<file path="src/rtl/adc_scan_ctrl.sv">
// adc_scan_ctrl: masked multi-channel scan sequencer driving an SPI ADC master
module adc_scan_ctrl #(
    parameter int NUM_CH  = 4,
    parameter int CH_W    = 2,
    parameter int PERIOD  = 1000,
    parameter int SETTLE  = 8,
    parameter int TIMEOUT = 2048
) (
    input  logic              clk,
    input  logic              rst_n,
    input  logic              enable,
    input  logic              trig,
    input  logic [NUM_CH-1:0] ch_mask,
    input  logic              err_clr,
    output logic              spi_start,
    input  logic              spi_cs_n,
    input  logic [15:0]       spi_data,
    output logic [CH_W-1:0]   ch_sel,
    output logic              smp_valid,
    output logic [CH_W-1:0]   smp_ch,
    output logic [15:0]       smp_data,
    output logic              scan_done,
    output logic              busy,
    output logic              timeout_err,
    output logic              overrun
);
    localparam int PW = $clog2(PERIOD);
    localparam int SW = $clog2(SETTLE + 1);
    localparam int TW = $clog2(TIMEOUT + 1);

    typedef enum logic [2:0] {S_IDLE, S_SETTLE, S_START, S_WAIT_LOW, S_WAIT_HIGH, S_STORE} state_t;

    state_t            state;
    logic [PW-1:0]     pcnt;
    logic [SW-1:0]     scnt;
    logic [TW-1:0]     tcnt;
    logic [NUM_CH-1:0] mask_r;
    logic [CH_W-1:0]   first_ch, nxt_ch;
    logic              nxt_any, tc, req;

    assign tc  = enable && pcnt == PW'(PERIOD - 1);
    assign req = trig || tc;

    always_comb begin
        first_ch = '0;
        nxt_ch   = '0;
        nxt_any  = 1'b0;
        for (int i = NUM_CH - 1; i >= 0; i--) begin
            if (ch_mask[i]) first_ch = CH_W'(i);
            if (mask_r[i] && CH_W'(i) > ch_sel) begin
                nxt_ch  = CH_W'(i);
                nxt_any = 1'b1;
            end
        end
    end

    always_ff @(posedge clk) begin
        if (!rst_n) begin
            state       <= S_IDLE;
            pcnt        <= '0;
            scnt        <= '0;
            tcnt        <= '0;
            mask_r      <= '0;
            spi_start   <= 1'b0;
            ch_sel      <= '0;
            smp_valid   <= 1'b0;
            smp_ch      <= '0;
            smp_data    <= '0;
            scan_done   <= 1'b0;
            busy        <= 1'b0;
            timeout_err <= 1'b0;
            overrun     <= 1'b0;
        end else begin
            spi_start <= 1'b0;
            smp_valid <= 1'b0;
            scan_done <= 1'b0;
            pcnt      <= (!enable || tc) ? '0 : pcnt + 1'b1;
            if (err_clr) begin
                timeout_err <= 1'b0;
                overrun     <= 1'b0;
            end
            if (tc && state != S_IDLE) overrun <= 1'b1;
            case (state)
                S_IDLE: if (req) begin
                    mask_r <= ch_mask;
                    if (ch_mask == '0) scan_done <= 1'b1;
                    else begin
                        ch_sel <= first_ch;
                        scnt   <= '0;
                        state  <= S_SETTLE;
                        busy   <= 1'b1;
                    end
                end
                S_SETTLE: if (scnt == SW'(SETTLE - 1)) begin
                    state     <= S_START;
                    spi_start <= 1'b1;
                    tcnt      <= '0;
                end else scnt <= scnt + 1'b1;
                S_START: begin
                    tcnt  <= tcnt + 1'b1;
                    state <= S_WAIT_LOW;
                end
                // tcnt counts cycles since spi_start, so the abort lands exactly TIMEOUT cycles after it
                S_WAIT_LOW, S_WAIT_HIGH: if (tcnt == TW'(TIMEOUT - 1)) begin
                    timeout_err <= 1'b1;
                    state       <= S_IDLE;
                    busy        <= 1'b0;
                end else begin
                    tcnt <= tcnt + 1'b1;
                    if (state == S_WAIT_LOW && !spi_cs_n) state <= S_WAIT_HIGH;
                    else if (state == S_WAIT_HIGH && spi_cs_n) state <= S_STORE;
                end
                S_STORE: begin
                    smp_data  <= spi_data;
                    smp_ch    <= ch_sel;
                    smp_valid <= 1'b1;
                    if (nxt_any) begin
                        ch_sel <= nxt_ch;
                        scnt   <= '0;
                        state  <= S_SETTLE;
                    end else begin
                        scan_done <= 1'b1;
                        state     <= S_IDLE;
                        busy      <= 1'b0;
                    end
                end
                default: begin
                    state <= S_IDLE;
                    busy  <= 1'b0;
                end
            endcase
        end
    end
endmodule

</file>
<file path="config.mk">
export PLATFORM = sky130hd
export DESIGN_NAME = adc_scan_ctrl
export DESIGN_NICKNAME = d
export VERILOG_FILES = /design/src/rtl/adc_scan_ctrl.sv
export SDC_FILE = /design/constraint.sdc
export NUM_CORES = 1
export LEC_CHECK = 0
export ABC_CLOCK_PERIOD_IN_PS = 2600
export CORE_UTILIZATION = 51
export DETAILED_ROUTE_END_ITERATION = 6
export PLACE_DENSITY_LB_ADDON = 0.15
export SLEW_MARGIN = 15
export SYNTH_ARGS = -nofsm -noshare
export SYNTH_HDL_FRONTEND = slang
export SYNTH_SLANG_ARGS = --single-unit
</file>
<file path="constraint.sdc">
create_clock -name clk -period 2.6 [get_ports clk]
set_input_delay 0.39 -clock clk [delete_from_list [all_inputs] [get_ports clk]]
set_output_delay 0.39 -clock clk [all_outputs]
set_load 0.03 [all_outputs]
</file>
Word level (Yosys, flattened, before mapping)
Cells that the tools add are included.
{"block": "op_classes", "n_addsub": 3, "mul": 0, "div": 0, "magnitude_cmp": 4, "eq_ne": 17, "shifts": 0, "mux": 48, "bitwise_logic": 2, "reduce_logical": 29}
{"operator": "12-bit case mux with 3 select lines", "count": 1}
{"operator": "12-bit 2-to-1 mux", "count": 2}
{"operator": "2-bit 2-to-1 mux", "count": 11}
{"operator": "1-bit 2-to-1 mux", "count": 19}
{"operator": "3-bit 2-to-1 mux", "count": 6}
{"operator": "4-bit 2-to-1 mux", "count": 4}
{"operator": "2-bit != test, second input constant", "count": 8}
{"operator": "3-bit case mux with 5 select lines", "count": 1}
{"operator": "12-bit by 1-bit adder with 12-bit output, second input constant", "count": 1}
{"operator": "12-bit by 11-bit == test with 1-bit output, second input constant", "count": 1}
{"operator": "4-bit case mux with 3 select lines", "count": 1}
{"operator": "10-bit by 1-bit adder with 10-bit output, second input constant", "count": 1}
{"operator": "10-bit == test, second input constant", "count": 1}
{"operator": "5-bit AND reduction", "count": 2}
{"operator": "3-bit nonzero test", "count": 3}
{"operator": "1-bit logical AND", "count": 8}
{"operator": "4-bit AND reduction", "count": 2}
{"operator": "3-bit by 2-bit == test with 1-bit output, second input constant", "count": 2}
{"operator": "3-bit == test, second input constant", "count": 2}
{"operator": "2-bit OR reduction", "count": 3}
{"operator": "4-bit by 1-bit adder with 4-bit output, second input constant", "count": 1}
{"operator": "4-bit by 3-bit == test with 1-bit output, second input constant", "count": 1}
{"operator": "1-bit by 2-bit > comparator with 1-bit output, first input constant", "count": 2}
{"operator": "2-bit > comparator, first input constant", "count": 2}
{"operator": "other kinds (13)", "count": 18}
{"block": "word_totals", "register_bits": 59, "latch_bits": 0, "mem_bits_rw": 0, "rom_bits": 0, "inputBits": 26, "output_inout_bits": 26, "wordCells": 117, "n_memories": 0}

Logic depth before layout (Yosys ltp)
Gate-level depths: netlist of the first run.
{"block": "logic_depth", "depth_word": 8, "mapped_depth": 7}

Worst setup path before layout of the first run
Ideal clock, no wire load.
{"block": "synth_path", "path_type": "flip-flop to flip-flop", "start": "reg pcnt[0]", "end": "reg state[2]", "setup_ns": 0.070, "arrival_ns": 1.855, "t_required_ns": 2.530, "setup_slack_ns": 0.675, "stages_incl_launch_ff": 7, "path_cell_list": "dfxtp_1 -> ha_1 -> nand4b_1 -> o41a_1 -> o21ai_1 -> or4b_1 -> a21oi_1"}
{"block": "synth_between", "elab_chain_len": 5}
{"element": "from (decl)", "line": "34", "source": "logic [PW-1:0] pcnt;"}
{"element": "from (signal assigned)", "line": "77", "source": "pcnt <= (!enable || tc) ? '0 : pcnt + 1'b1;"}
{"element": "10-bit == test", "line": "41", "source": "assign tc = enable && pcnt == PW'(PERIOD - 1);"}
{"element": "1-bit logical AND", "line": "41"}
{"element": "1-bit logical OR", "line": "42", "source": "assign req = trig || tc;"}
{"element": "2-bit != test (no source line)"}
{"element": "4-bit AND reduction (no source line)"}
{"element": "to (signal assigned)", "line": "59", "source": "state <= S_IDLE;"}
{"element": "to (signal assigned)", "line": "90", "source": "state <= S_SETTLE;"}
{"element": "to (signal assigned)", "line": "95", "source": "state <= S_START;"}
{"element": "to (decl)", "line": "33", "source": "state_t state;"}
Every way passes these cells.
A chain may end at the register's enable or synchronous reset.

Final worst setup path of the first run
Ends and elaborated chain as after synthesis.

==> flow_summary_export.csv, run 1 <==
group,metric,value,unit
timing,slew_viol_final,0,
logic_synthesis,syn_avg_cell_area,8.24,um^2
critical_path,critPathMaxFanout,4,
power,power_density,560,nW/um^2
timing,hold_viol,0,
timing,max_freq,0.462,GHz
global_routing,grt_overflow_total,0,
routing,drtPass1Iterations,4,
global_routing,grt_pass1_wl,9760,um
layout,multi_input_area,1410,um^2
logic_synthesis,synth_edf_count,0,
logic_synthesis,syn_nets,352,
layout,seqCellArea,1160,um^2
die,core,4880,um^2
logic_synthesis,synthFlopType,"dfxtp_1",
die,die-area,5510,um^2
timing,tns,0,ns
routing,wl_met2,2630,um
global_routing,grt_pass1_vias,2256,
logic_synthesis,yosysSeqAreaShare,0.437,
flow_run,maxCapViolCount,0,
power,p_clk_frac,0.432,
timing,fin_ws,0.437,ns
hold_path,hold_end,"smp_data[3]$_SDFFE_PN0P_",
clock_network,clk_pin_slew,0.07,ns
die,ios,52,
critical_path,regToRegEndpoint,"state[2]$_SDFFE_PN0P_",
routing,drt_wl_total,5750,um
power,leakage,1.22,nW
power,p_comb_frac,0.095,
timing,max_slew.worst_pin.slew,0.539,ns
place,dp_hpwl,4040,um
routing,drt-wirelength-per-cell,12.7,um
power,p_int,1.48,mW
routing,routed-via-count,2452,
timing,max-slew-margin-rel,0.638,
critical_path,worstPathRequired,2.87,ns
critical_path,start_kind,"register",
critical_path,arrival,2.43,ns
place,io_buffers,51,
layout,n_antenna_cell,0,
power,power_frac_seq,0.473,
critical_path,rr_startpoint,"pcnt[0]$_SDFF_PP0_",
clock_network,cts_root_buf,"clkbuf_8",
layout,area_growth,30.4,%
logic_synthesis,synth-seq-cells,58,
logic_synthesis,netlist_instances,323,
critical_path,reg2reg_depth,6,
routing,wl_met3,321,um
place,gp_congestion,0.789,
power,total_power,1.94,mW
hold_path,hp-class,"reg -> reg",
timing,post-route-period-util,0.832,
clock_network,ctsHoldBuffers,0,
clock_network,clock_latency,0.34,ns
clock_network,cts_resized,0,
routing,avgViaCountPerCell,5.42,
timing,final-setup-viol-count,0,
die,initial_utilization,0.545,
global_routing,track_usage,0.234,
power,swShare,0.236,
layout,final_nets,409,
logic_synthesis,async_flop_share,0,
place,place_worst_setup_slack,0.296,ns
routing,drtAntennaViolNets,0,
die,rows,25,
global_routing,antenna_found_initial,0,
layout,drive_gt1_frac,0.0857,
routing,drc_errors,0,
power,switching_power,457,uW
routing,drt-initial-drc-count,86,
hold_path,min_path_cells,2,
clock_network,cts_sinks,58,
clock_network,post_cts_buffers,0,
die,dieHeight,74.2,um
clock_network,htreeDepth,3,
layout,fillers,410,
clock_network,cts_tree,"done",
status,status,"finished clean",
logic_synthesis,yosys_warnings,0,
global_routing,grt_max_degree,35,
logic_synthesis,syn-cell-area,2660,um^2
critical_path,rrSetupSlack,0.44,ns
routing,top_layer,"met4",
timing,skew,0.00559,ns
power,irDropWorstVdd,0.605,mV
logic_synthesis,synth_cell_types,54,
critical_path,endpoint_kind,"register",
hold_path,min-delay-start,"smp_data[3]$_SDFFE_PN0P_",
critical_path,critical_path_class,"reg -> reg",
clock_network,numCtsBuffers,9,
timing,period_needed,2.16,ns
routing,met1_length,2720,um
clock_network,clockBufferDepth,2,
die,die_w,74.2,um
timing,rsz0062_at_grt,"no",
[Yosys cell counts (all sizes together), types with 3 or more instances]
cell,instances,share of area
a211oi,3,0.0085
a21oi,42,0.079
a2bb2oi,4,0.018
and3,3,0.0071
clkbuf,12,0.017
dfxtp,58,0.44
ha,3,0.014
inv,9,0.013
mux2i,8,0.030
nand2,56,0.079
nand2b,4,0.0094
nand3,9,0.017
nand3b,3,0.0085
nand4,3,0.0094
nor2,23,0.032
nor2b,5,0.012
nor3,4,0.0075
nor3b,3,0.010
nor4,3,0.013
o21ai,17,0.033
o22ai,3,0.0071
or3,9,0.021
or4,3,0.0085
xnor2,5,0.016
[kinds of logic after synthesis]
family	share of synthesized area
fa+ha+maj	0.0141
compound gates	0.201
buf+inv	0.0329
simple gates	0.262
xor+xnor	0.0230
mux	0.0301
flops	0.436
[worst max-delay path, cell delays in order (launching register included)]
cell      delay (ns)
dfxtp_1         0.37
ha_1            0.25
nand4b_1        0.17
o41a_1          0.44
o21ai_1         0.25
or4b_1          0.47
a21oi_1         0.15
[cells in the final DEF (no fill, tap or decap), types with 4 or more instances in the layout]
cell / count
dfxtp_1: 58
nand2_1: 56
clkdlybuf4s50_1: 51
a21oi_1: 42
nor2_1: 23
o21ai_0: 13
clkbuf_8: 11
inv_1: 9
nand3_1: 9
or3_1: 9
mux2i_1: 8
buf_4: 8
nor2b_1: 5
xnor2_1: 5
nand2b_1: 4
nor3_1: 4
[worst max-delay path by stage]
stage,depth (start not counted),from,to,slack [ns]
after detailed placement,6,enable,scnt[3]$_SDFFE_PN0P_,0.30
final,6,pcnt[0]$_SDFF_PP0_,state[2]$_SDFFE_PN0P_,0.44
after global routing,6,pcnt[0]$_SDFF_PP0_,state[2]$_SDFFE_PN0P_,0.27
after CTS,6,pcnt[0]$_SDFF_PP0_,scnt[1]$_SDFFE_PN0P_,0.45
after global placement,6,enable,scnt[3]$_SDFFE_PN0P_,0.34
after floorplan,6,pcnt[0]$_SDFF_PP0_,state[2]$_SDFFE_PN0P_,0.67
[cell type report]
| cell class | count | share of cell area |
|---|---|---|
| Multi-Input combinational cell | 242 | 0.407 |
| Sequential cell | 58 | 0.335 |
| Timing Repair Buffer | 59 | 0.165 |
| Clock buffer | 11 | 0.0437 |
| Tap cell | 67 | 0.0242 |
| Clock inverter | 5 | 0.0152 |
| Inverter | 10 | 0.0108 |
[registers in the layout (all words and copies together), names as in the netlist]
register and flops:
smp_ch 2, ch_sel 2, overrun 1, scan_done 1, tcnt 12, state 3, smp_data 16, mask_r 3
pcnt 10, scnt 4, smp_valid 1, busy 1, spi_start 1, timeout_err 1
[routing by layer]
layer	vias up	track usage
li1	1261	-
met1	1129	0.277
met2	55	0.385
met3	7	0.104
met4	0	0.0692
met5	-	0
[power groups by stage]
stage / Sequential [mW] / Combinational, mW / Clock [mW]
CTS: 0.918 / 0.185 / 0.862
global route: 0.920 / 0.199 / 0.901
global placement: 0.937 / 0.181 / 0
finish: 0.918 / 0.184 / 0.839
detailed placement: 0.937 / 0.184 / 0
floorplan: 0.943 / 0.0989 / 0
[per-stage QoR]
stage	hold slack, ns	instance area [um^2]	utilization	instances
2_1_floorplan	0.430	2660	-	323
3_3_place_gp	0.441	3260	0.669	436
3_5_place_dp	0.447	3260	0.669	436
4_1_cts	0.456	3470	0.711	452
5_1_grt	0.471	3470	0.711	452
6_report	0.454	3470	0.711	452
No activity file was read; power rests on OpenSTA's default activity.
==> inputs of run 2 (changes only) <==
Settings changed: ABC_CLOCK_PERIOD_IN_PS 2600 to 1800, CORE_UTILIZATION 51 to 46.
Clock period 2.6 ns to 1.8 ns, I/O delays scaled along.
==> run 2 against run 1 <==
Effect of this change: the run now ends with setup timing left; worst setup slack got worse by 0.47 ns; routed wire length increased by 21%; register-to-register slack got worse by 0.47 ns; worst hold slack got worse by 0.00092 ns; critical path type unchanged; clock power increased by 26%; combinational power increased by 87%; via count increased by 10%; first-iteration DRC count increased by 57%; critical endpoint is now tcnt[10]$_SDFFE_PN0P_; global-route usage increased by 0.67 points; clock skew increased by 0.0019 ns; clock-buffer cell count increased by 1.
==> flow_summary_export.csv, run 2 (same netlist as run 1, synthesis figures left out) <==
group,metric,value,unit
critical_path,crit_buf_inv,2,
routing,drt-wirelength-per-cell,13.9,um
global_routing,grt_max_degree,21,
critical_path,crit_chain,"ha_4 > nand4b_1 > buf_4 > nor4_4 > buf_4 > a2bb2oi_4 > or4_1 > a21oi_1",
critical_path,critPathMaxStageDelay,0.47,ns
critical_path,cp_top_family,"simple AND/OR/NAND/NOR gates",
routing,routed-via-count,2703,
die,die-area,6090,um^2
status,violations,"setup timing",
global_routing,grt_pass1_wl,11400,um
layout,largest_register,"smp_data",
routing,drc_errors,0,
timing,hold_viol,0,
hold_path,min-delay-start,"smp_data[9]$_SDFFE_PN0P_",
hold_path,min_path_cells,2,
die,core,5540,um^2
global_routing,track_usage,0.241,
power,irDropWorstVdd,0.519,mV
layout,instances_no_fill,502,
clock_network,cts_tree,"done",
clock_network,clock_latency,0.34,ns
clock_network,clockBufferDepth,2,
clock_network,cts_sinks,58,
critical_path,critPathMaxFanout,5,
hold_path,hp-class,"reg -> reg",
critical_path,reg2reg_depth,8,
critical_path,endpoint_kind,"register",
routing,drt_wl_total,6970,um
critical_path,rr_startpoint,"tcnt[0]$_SDFFE_PN0P_",
critical_path,cp_common_cell,"buf_4",
timing,max_freq,0.545,GHz
die,ios,52,
place,dp_cells,478,
place,dp_hpwl,4740,um
timing,final-setup-viol-count,4,
timing,max_slew.worst_pin.slew,0.530,ns
die,initial_utilization,0.480,
layout,drive_gt1_frac,0.235,
hold_path,hold_end,"smp_data[9]$_SDFFE_PN0P_",
routing,avgViaCountPerCell,5.38,
die,rows,27,
power,leakage,1.47,nW
layout,fillers,456,
critical_path,start_kind,"register",
timing,post-route-period-util,1.02,
layout,largest_reg_flops,16,
timing,fin_ws,-0.0340,ns
layout,area_growth,48.4,%
die,dieHeight,78.0,um
routing,drtPass1Iterations,4,
clock_network,cts_root_buf,"clkbuf_8",
critical_path,rrSetupSlack,-0.03,ns
flow_run,maxCapViolCount,0,
place,io_buffers,51,
timing,skew,0.00748,ns
critical_path,arrival,2.11,ns
global_routing,grt_pass1_vias,2552,
clock_network,htreeDepth,3,
place,gp_congestion,0.799,
power,power_density,693,nW/um^2
timing,slew_viol_final,0,
timing,period_needed,1.83,ns
layout,n_antenna_cell,0,
die,die_w,78.0,um
global_routing,antenna_found_initial,0,
timing,max-slew-margin-rel,0.643,
critical_path,regToRegEndpoint,"tcnt[10]$_SDFFE_PN0P_",
routing,drt-initial-drc-count,135,
layout,final_nets,455,
layout,final_common_cell,"nand2_1",
critical_path,critical_path_class,"reg -> reg",
status,status,"finished, violations left",
critical_path,crit_slowest_cell,"or4_1",
timing,rsz0062_at_grt,"yes",
clock_network,ctsHoldBuffers,0,
global_routing,grt_overflow_total,0,
critical_path,worstPathRequired,2.07,ns
routing,drtAntennaViolNets,0,
clock_network,clk_pin_slew,0.07,ns
layout,top_regs,"smp_data: 16 flops, tcnt: 12 flops, pcnt: 10 flops",
timing,holdWs,0.453,ns
layout,layout_common_cells,"nand2_1 (56), dfxtp_1 (53), clkdlybuf4s50_1 (51), buf_4 (51), a21oi_1 (37)",
clock_network,numCtsBuffers,9,
run 2: changes by cell type in the layout (fill, tap and decap cells not counted), sizes merged:
| cell | change |
|---|---|
| buf | +45 |
| clkinvlp | -1 |
| clkbuf | +1 |
| a2bb2oi | +1 |
| bufinv | -1 |
run 2: through the flow:
stage               area (um^2)  TNS (ns)   util  setup slack (ns)  power (mW)
floorplan                  2690   -0.0352      -           -0.0352        1.51
global placement           3580     -1.34  0.647            -0.198        1.67
detailed placement         3580     -2.07  0.647            -0.239        1.68
CTS                        3810   -0.0992  0.688           -0.0781        2.75
global route               3950    -0.633  0.713            -0.104        2.87
finish                     3950   -0.0612  0.713           -0.0340        2.74
run 2: timing repair:
item,in CTS,in global routing
endpoints found under the setup margin,21,20
endpoints found under the hold margin,0,0
pin swaps,5,11
resized for setup,6,24
cloned,0,1
setup buffers,3,5
run 2: worst min-delay path, stage by stage (launching register included):
cell	delay (ns)
dfxtp_1	0.31
nand2_1	0.05
a21oi_1	0.05
run 2: worst max path at each step:
stage / from / end / slack (ns) / cells after the start
after floorplan: tcnt[1]$_SDFFE_PN0P_ / state[2]$_SDFFE_PN0P_ / -0.04 / 6
after global placement: enable / state[2]$_SDFFE_PN0P_ / -0.20 / 6
after detailed placement: enable / state[2]$_SDFFE_PN0P_ / -0.24 / 6
after CTS: pcnt[0]$_SDFF_PP0_ / state[2]$_SDFFE_PN0P_ / -0.08 / 6
after global routing: tcnt[0]$_SDFFE_PN0P_ / tcnt[10]$_SDFFE_PN0P_ / -0.10 / 8
final: tcnt[0]$_SDFFE_PN0P_ / tcnt[10]$_SDFFE_PN0P_ / -0.03 / 8
run 2: report_power, final:
group          total (mW)  internal, mW  switching, mW
clock                1.06         0.560          0.503
combinational       0.345         0.189          0.155
sequential           1.33          1.30         0.0235
total                2.74          2.05          0.681
run 2: final cells by class:
| class | count | area [um^2] | share of cell area |
|---|---|---|---|
| clock buffer | 12 | 155 | 0.0393 |
| tap | 72 | 90.1 | 0.0228 |
| multi-input combinational | 243 | 1560 | 0.396 |
| timing repair buffer | 104 | 916 | 0.232 |
| inverter | 10 | 37.5 | 0.00951 |
| clock inverter | 3 | 15.0 | 0.00380 |
| sequential | 58 | 1170 | 0.296 |
run 2: metal layers:
metal | share of wire | global-route usage
met4 | 0.010 | 0.109
met2 | 0.50 | 0.389
met3 | 0.051 | 0.0744
met1 | 0.44 | 0.293
met5 | 0 | 0
==> inputs of run 3 (changes only) <==
Settings changed: ABC_CLOCK_PERIOD_IN_PS 1800 to 2300, CORE_UTILIZATION 46 to 55, HOLD_SLACK_MARGIN set to 0.12.
Clock period 1.8 ns to 2.3 ns, I/O delays scaled along.
==> run 3 against run 2 <==
Effect of this change: the flow now finishes without violations; sequential share of layout area grew 3.6 points; clock power grew 6%; fmax decreased by 14%; global-route usage grew 2.6 points; worst hold slack worse by 0.0019 ns; worst setup slack better by 0.20 ns; utilization rose by 6.3 points; clock-buffer cell count shrank 2; first-iteration DRC count down 6.7%; clock skew decreased by 0.0017 ns; critical path depth fell by 3.
==> flow_summary_export.csv, run 3 (same netlist as run 1, synthesis figures left out) <==
group,metric,value,unit
layout,largest_register,"smp_data",
clock_network,cts_tree,"done",
clock_network,clk_pin_slew,0.07,ns
clock_network,numCtsBuffers,9,
layout,area_growth,31.3,%
layout,fin_area,3490,um^2
layout,final_common_cell,"dfxtp_1",
critical_path,endpoint_kind,"register",
timing,slew_viol_final,0,
status,status,"finished clean",
timing,period_needed,2.14,ns
global_routing,busiest_layer,"met2",
routing,drt_wl_total,6160,um
timing,skew,0.00578,ns
clock_network,ctsHoldBuffers,0,
layout,final_nets,410,
place,dp_hpwl,4070,um
place,gp_congestion,0.828,
flow_run,maxCapViolCount,0,
timing,max_freq,0.468,GHz
global_routing,grt_overflow_total,0,
routing,drt-initial-drc-count,126,
timing,hold_viol,0,
die,ios,52,
global_routing,track_usage,0.266,
global_routing,gr-usage-met1,0.323,
layout,top_regs,"smp_data: 16 flops, tcnt: 12 flops, pcnt: 10 flops",
critical_path,worstPathRequired,2.57,ns
clock_network,clockBufferDepth,2,
critical_path,critical_path_class,"reg -> reg",
clock_network,cts_root_buf,"clkbuf_8",
timing,tns,0,ns
critical_path,arrival,2.41,ns
layout,largest_reg_flops,16,
routing,drt-wirelength-per-cell,14.1,um
place,place_worst_setup_slack,0.0512,ns
global_routing,grt_pass1_wl,10600,um
power,leakage,1.24,nW
clock_network,cts_sinks,58,
routing,avgViaCountPerCell,5.69,
die,core,4500,um^2
place,place_area,3250,um^2
die,die-area,5120,um^2
critical_path,critPathMaxFanout,15,
global_routing,grt_pass1_vias,2359,
layout,n_antenna_cell,0,
hold_path,hp-class,"reg -> reg",
place,io_buffers,51,
timing,max-slew-margin-rel,0.622,
die,rows,24,
layout,fillers,335,
routing,drc_errors,0,
global_routing,grt_max_degree,35,
die,die_w,71.5,um
critical_path,start_kind,"register",
routing,drtAntennaViolNets,0,
layout,drive_gt1_frac,0.0907,
layout,layout_common_cells,"dfxtp_1 (58), nand2_1 (56), clkdlybuf4s50_1 (51), a21oi_1 (42), nor2_1 (23)",
timing,post-route-period-util,0.928,
timing,fin_ws,0.165,ns
timing,final-setup-viol-count,0,
die,dieHeight,71.5,um
die,initial_utilization,0.591,
clock_network,htreeDepth,3,
layout,seqCellArea,1160,um^2
layout,multi_input_area,1420,um^2
clock_network,clock_latency,0.34,ns
routing,drtPass1Iterations,5,
power,power_density,678,nW/um^2
timing,max_slew.worst_pin.slew,0.562,ns
global_routing,grtUsageMet2,0.438,
timing,rsz0062_at_grt,"no",
power,irDropWorstVdd,0.506,mV
routing,routed-via-count,2493,
global_routing,antenna_found_initial,0,
global_routing,grt_util_met3,0.105,
-- run 3: changes by cell type in the layout (fill, tap and decap cells not counted), sizes merged --
cell and change:
a2bb2oi -1, clkbuf -2, buf -44, bufinv +3
-- run 3: through the flow --
| stage | util | cells | total power [mW] | hold slack [ns] |
|---|---|---|---|---|
| floorplan | - | 323 | 1.18 | 0.430 |
| global placement | 0.722 | 422 | 1.27 | 0.441 |
| detailed placement | 0.722 | 422 | 1.27 | 0.447 |
| CTS | 0.774 | 438 | 2.37 | 0.456 |
| global route | 0.775 | 438 | 2.46 | 0.478 |
| finish | 0.775 | 438 | 2.37 | 0.452 |
-- run 3: final timing paths --
| path | cells past startpoint | slack (ns) | endpoint | start |
|---|---|---|---|---|
| worst max register to register | 5 | 0.16 | tcnt[11]$_SDFFE_PN0P_ | state[2]$_SDFFE_PN0P_ |
| worst min-delay path | 2 | 0.45 | smp_data[11]$_SDFFE_PN0P_ | smp_data[11]$_SDFFE_PN0P_ |
| worst max-delay path | 5 | 0.16 | tcnt[11]$_SDFFE_PN0P_ | state[2]$_SDFFE_PN0P_ |
| worst min register to register | 2 | 0.45 | smp_data[11]$_SDFFE_PN0P_ | smp_data[11]$_SDFFE_PN0P_ |
-- run 3: critical path: stages, from the launching register on --
cell and delay (ns):
dfxtp_1 0.61, or3b_1 0.46, a21oi_1 0.25, a2bb2oi_2 0.16
or4_1 0.42, a21oi_1 0.16
-- run 3: power by group --
group / total (mW) / switching (mW) / internal [mW]
sequential: 1.04 / 0.0164 / 1.02
clock: 1.12 / 0.402 / 0.714
combinational: 0.213 / 0.106 / 0.106
-- run 3: metal layers --
metal	wire, um	vias up
li1	-	1256
met1	2670	1168
met2	3100	61
met3	317	8
met4	75	0
met5	0	-
-- run 3: layout make-up --
cell class                 count  area share
tap                           52      0.0186
sequential                    58       0.332
clock inverter                 6      0.0301
timing repair buffer          60       0.166
clock buffer                  10      0.0365
inverter                      10      0.0107
multi-input combinational    242       0.406
-- run 3: timing repair --
action                     in CTS  in global routing
setup endpoints to repair       0                  5
hold endpoints to repair        0                  0
buffers inserted                0                  0
resized for setup               0                  2
